## config.mk

```make
export PLATFORM = sky130hd
export DESIGN_NAME = smart_speaker_control
export DESIGN_NICKNAME = d
export VERILOG_FILES = /design/src/rtl/smart_speaker_control.sv
export SDC_FILE = /design/constraint.sdc
export NUM_CORES = 1
export LEC_CHECK = 0
export CORE_AREA = 5 5 42 44
export CTS_CLUSTER_DIAMETER = 30
export DETAILED_ROUTE_END_ITERATION = 12
export DIE_AREA = 0 0 47 49
export GPL_TIMING_DRIVEN = 0
export PLACE_DENSITY = 0.68
export REMOVE_ABC_BUFFERS = 1
export SYNTH_ARGS = -nofsm -noshare
export SYNTH_HDL_FRONTEND = slang
export SYNTH_SLANG_ARGS = --single-unit
```

## constraint.sdc

```tcl
create_clock -name clk -period 1.45 [get_ports clk]
set_clock_uncertainty 0.05 [all_clocks]
set_input_delay 0.145 -clock clk [delete_from_list [all_inputs] [get_ports clk]]
set_output_delay 0.145 -clock clk [all_outputs]
set_load 0.02 [all_outputs]
```

## src/rtl/smart_speaker_control.sv

```systemverilog
// Voice-command controller: turns edge-qualified 2-bit commands into on/off
// states for four appliances held in a registered device_state vector.
module smart_speaker_control (
  input  logic       clk,
  input  logic       rst,
  input  logic [1:0] voice_command,
  output logic [3:0] device_state
);

  localparam int unsigned NUM_DEV = 4;
  localparam int unsigned CMD_W   = 2;

  typedef enum logic [CMD_W-1:0] {
    CMD_NONE     = 2'b00,
    CMD_ON_NEXT  = 2'b01,
    CMD_OFF_LAST = 2'b10,
    CMD_ALL_OFF  = 2'b11
  } cmd_e;

  cmd_e               cmd_q;
  cmd_e               prev_q;
  logic               exec_c;
  logic [NUM_DEV-1:0] on_next_c;
  logic [NUM_DEV-1:0] off_last_c;
  logic [NUM_DEV-1:0] state_next_c;

  // Command pipeline: current and previous sampled command.
  always_ff @(posedge clk) begin
    if (rst) begin
      cmd_q  <= CMD_NONE;
      prev_q <= CMD_NONE;
    end else begin
      cmd_q  <= cmd_e'(voice_command);
      prev_q <= cmd_q;
    end
  end

  // A command acts only on the first cycle it appears in cmd_q.
  assign exec_c = (cmd_q != CMD_NONE) && (cmd_q != prev_q);

  // Candidate results: set lowest clear bit / clear highest set bit.
  always_comb begin
    on_next_c  = device_state;
    off_last_c = device_state;
    casez (device_state)
      4'b???0: on_next_c = device_state | 4'b0001;
      4'b??01: on_next_c = device_state | 4'b0010;
      4'b?011: on_next_c = device_state | 4'b0100;
      4'b0111: on_next_c = device_state | 4'b1000;
      default: on_next_c = device_state;
    endcase
    casez (device_state)
      4'b1???: off_last_c = device_state & 4'b0111;
      4'b01??: off_last_c = device_state & 4'b1011;
      4'b001?: off_last_c = device_state & 4'b1101;
      4'b0001: off_last_c = device_state & 4'b1110;
      default: off_last_c = device_state;
    endcase
  end

  // Next device state selected by the qualified command.
  always_comb begin
    state_next_c = device_state;
    if (exec_c) begin
      case (cmd_q)
        CMD_ON_NEXT:  state_next_c = on_next_c;
        CMD_OFF_LAST: state_next_c = off_last_c;
        CMD_ALL_OFF:  state_next_c = '0;
        default:      state_next_c = device_state;
      endcase
    end
  end

  always_ff @(posedge clk) begin
    if (rst) begin
      device_state <= '0;
    end else begin
      device_state <= state_next_c;
    end
  end

endmodule

```

; Yosys cells after proc, flatten, opt, wreduce, memory -nomap -nowiden
; Index checks and enable logic that the tools add are counted.
[totals]
elab_cells = 41
register_bits = 8
in_bits = 4
out_inout_bits = 4
[op_classes]
eq_ne = 24
n_reduce_logical = 7
n_bitwise = 1
mux = 3
[op_table]
columns = cell, count
row1 = $reduce_and A9 Y1, 3
row2 = $pmux W4 S4, 1
row3 = $ne A2 B1 Y1 const B, 7
row4 = $ne A2 B2 Y1 const B, 7
row5 = $pmux W4 S3, 1
row6 = $pmux W3 S3, 1
row7 = $eq A2 B1 Y1 const B, 3
row8 = $reduce_and A6 Y1, 1
row9 = $eq A2 B2 Y1 const B, 2
row10 = $eq A4 B1 Y1 const B, 1
row11 = $eq A4 B3 Y1 const B, 1
row12 = $eq A3 B1 Y1 const B, 1
row13 = $eq A3 B2 Y1 const B, 1
row14 = $reduce_bool A3 Y1, 1
row15 = $ne A2 B2 Y1, 1
row16 = $reduce_bool A2 Y1, 1
row17 = $logic_and A1 B1 Y1, 1
row18 = $not A1 Y1, 1

; Longest topological paths before layout
; Gate-level depths: netlist of run 1.
[logic_depth]
depth_word = 3
mapped_depth = 5
mapped_depth_nobuf = 4

; Worst setup path before layout of run 1
; Ideal clock, no wire load.
[synth_timing]
kind = reg2reg
startpoint = register device_state[2]
endpoint = register device_state[2]
t_required_ns = 1.279
setup_slack_ns = 0.073
setup_ns = 0.121
period_less_slack_ns = 1.377
path_buffers = 0
stages_incl_launch_ff = 5
t_arrival_ns = 1.206
path_cell_list = dfxtp_1 -> nor2b_1 -> o21ai_0 -> a2bb2oi_2 -> mux2_4
[synth_between]
elab_chain_cells = 3
elab_cells_between_ends = 11
cone_classes = eq/ne (10) / reduce/logical (1)
[synth_rtl]
columns = item, line
row1 = "start, declared", 7  ; output logic [3:0] device_state
row2 = "start signal, assigned", 78  ; device_state <= state_next_c;
row3 = "$eq A4 B1 Y1, or another cell as far along", 52  ; casez (device_state)
row4 = $ne A2 B2 Y1 (no line) or $ne A2 B1 Y1 (tied branches), --
row5 = $reduce_and A9 Y1 (no line) *, --
; Mark *: on every way between the ends. The rest lies on a longest branch, timed or not.
; A chain may end at the register's enable or synchronous reset.

; Worst setup path in the final report of run 1
[layout_timing]
startpoint = register cmd_q[1]
endpoint = register device_state[2]
[layout_between]
elab_chain_cells = 3
elab_cells_between_ends = 16
cone_classes = eq/ne (11) / mux (1) / reduce/logical (4)
[layout_rtl]
columns = item, line
row1 = "start, declared", 20  ; cmd_e cmd_q;
row2 = "start signal, assigned", 33  ; cmd_q <= cmd_e'(voice_command);
row3 = "$eq A2 B1 Y1, or another cell as far along", 65  ; case (cmd_q)
row4 = "$ne A2 B1 Y1 (no line), or another cell as far along", --
row5 = $reduce_and A9 Y1 (no line), --
; Parallel ways exist; a longest one is shown, timed or not.

==> impl_metrics.tcl, run 1 <==
set metrics [dict create \
    worst_pin_slew_ns 0.3686 \
    regArea_um2 161.4 \
    final_area_um2 539.3 \
    io_pins 8 \
    multiInputGateArea_um2 266.5 \
    netlist_top_cells_area "dfxtp_1 (36%), nor2b_1 (7.0%), nand2b_1 (5.6%), a21oi_4 (3.7%), a2bb2oi_2 (3.4%)" \
    start_util_pct 31.79 \
    crit_arrival_ns 1.47 \
    grt_pass1_vias 297 \
    worstSetupStartpointType "flop" \
    track_usage_pct 7.975 \
    gp_congestion 0.7674 \
    cts_tree "yes" \
    hold_viol 0 \
    clkSlewWorstSetupHoldPaths_ns 0.06 \
    synth-edff-count 0 \
    drt.antenna.violating_nets 0 \
    n_antenna_cell 0 \
    final_nets 63 \
    drtPass1Iterations 2 \
    synthFlopType "dfxtp_1" \
    cts_made_buffers 3 \
    worstPathRequired_ns 1.55 \
    fill_cells 158 \
    cts_root_buf "clkbuf_4" \
    numClockSinks 8 \
    final.min_clock_period_ns 1.373 \
    fin_crit_sh_pct 94.66 \
    finalPower_uw 461.5 \
    critPathMaxFanout 5 \
    synth_area_leader_cell "dfxtp_1" \
    place_area_um2 520.5 \
    fmax_mhz 728.6 \
    netlist_area_um2 445.4 \
    seq_area_frac_synth_pct 35.96 \
    drv_slew 0 \
    drc_errors 0 \
    avgViaCountPerCell 5.110 \
    clk_latency_ns 0.26 \
    synth-async-reset-ratio_pct 0 \
    grt_pass1_wl_mm 1.228 \
    die_w_um 47 \
    drv_cap 0 \
    area_delta_synth_final_pct 21.07 \
    status "complete, no violations" \
    p_leak_uw 0.0002098 \
    vias 373 \
    post_synth.cell_area_avg_um2 9.090 \
    power_density_nw_per_um2 855.8 \
    clk_path_buf_depth 2 \
    wl_per_cell_um 10.99 \
    overflow 0 \
    synth.distinct_cells 26 \
    rows 14 \
    rsz0062_at_grt "false" \
    slew_headroom_pct 75.35 \
    hold_path.class "in2reg" \
    ys_ff_latch 8 \
    drive_gt1_share_pct 17.54 \
    die_area_um2 2303 \
    setup_viol 0 \
    drt_iter0_drc 3 \
    yosysTopAreaCellShare_pct 35.96 \
    synth_common_cells "dfxtp_1 (8), nor2b_1 (5), nand2b_1 (4), nor2_1 (4), nand2_1 (3)" \
    finalWirelength_um 802 \
    crit_type "reg2reg" \
    numPortBuffers 7 \
    syn_inst 49 \
    postCtsHoldBufs 0 \
    antenna_found_initial 0 \
    coreArea_um2 1401 \
    ir_worst_vdd_uv 455.3 \
    end_kind "flop" \
    final.setup.tns_ns 0 \
    die_h_um 49 \
    ys_warn_count 0 \
    cts_max_level 1 \
    synth.most_common_cell "dfxtp_1" \
    grt_start_max_net_pins 12 \
    fin_util_pct 38.48 \
]
## layout make-up
type / count / area share, %
timing repair buffer: 7 / 12.06
multi-input combinational: 38 / 49.42
sequential: 8 / 29.93
inverter: 1 / 0.6961
clock buffer: 3 / 4.176
tap: 16 / 3.712
## logic make-up after synthesis
kind of cell           count (synthesis)  synth area share [%]
AND/OR/NAND/NOR                       24                 32.02
buffers and inverters                  3                 4.212
AO/OA/AOI/OAI                         12                 22.19
multiplexers                           2                 5.617
flip-flops                             8                 35.95
## path summary, 6_finish.rpt
check / from / endpoint / slack, ns / cells past startpoint
worst max-delay path: cmd_q[1] / device_state[2] / 0.08 / 4
worst min-delay path: voice_command[0] / cmd_q[0] / 0.39 / 2
worst max register to register: cmd_q[1] / device_state[2] / 0.08 / 4
worst min register to register: device_state[3] / device_state[3] / 0.48 / 2
## state kept, by name, summed over array words and instances, names as in the netlist
name / count
cmd_q: 2
device_state: 4
prev_q: 2
## metal layers
layer | vias up | GRT usage, % | share of wire (%)
li1 | 190 | - | -
met1 | 168 | 9.513 | 47
met2 | 11 | 9.729 | 41
met3 | 4 | 2.214 | 6.1
met4 | 0 | 9.677 | 5.2
met5 | - | 0 | 0
## layout by cell type (no fill, tap or decap), types with 2 or more instances in the layout
cell type	count
nand2b_1	4
clkdlybuf4s50_1	3
nor3_1	2
nor3b_1	2
o21ai_0	2
nand2_1	3
nor2b_1	5
dfxtp_1	7
a21oi_1	2
clkbuf_4	3
dlygate4sd2_1	4
nor2_1	4
## metrics by stage
step	instances	setup slack, ns	hold WS [ns]
global placement	70	0.03759	0.4707
finish	73	0.07747	0.3859
global route	73	0.04182	0.3935
detailed placement	70	0.02573	0.4841
CTS	73	0.03258	0.3867
floorplan	47	0.06991	0.1617
## critical path, stage by stage (launching register included)
cell	delay (ns)
dfxtp_1	0.35
nand2b_1	0.17
a21boi_2	0.23
a2bb2oi_2	0.17
mux2_4	0.30
## power breakdown
part	internal (µW)	switching [µW]	total [µW]
clock network	95.0	80.0	175
logic	26.9	20.8	47.7
registers	227	11.6	239
total	349	112	462
## what timing repair did
item,CTS,global route
resized for setup,4,1
setup endpoints to repair,4,1
pin swaps,0,0
setup buffers,0,0
gates cloned,0,0
(Power assumes the default switching activity.)
==> inputs of run 2 (changes only) <==
ABC_CLOCK_PERIOD_IN_PS = 1450   (was default)
CTS_CLUSTER_SIZE = 16   (was default)
==> results of run 2 <==
Final layout, timing and power as in run 1 (identical DEF).
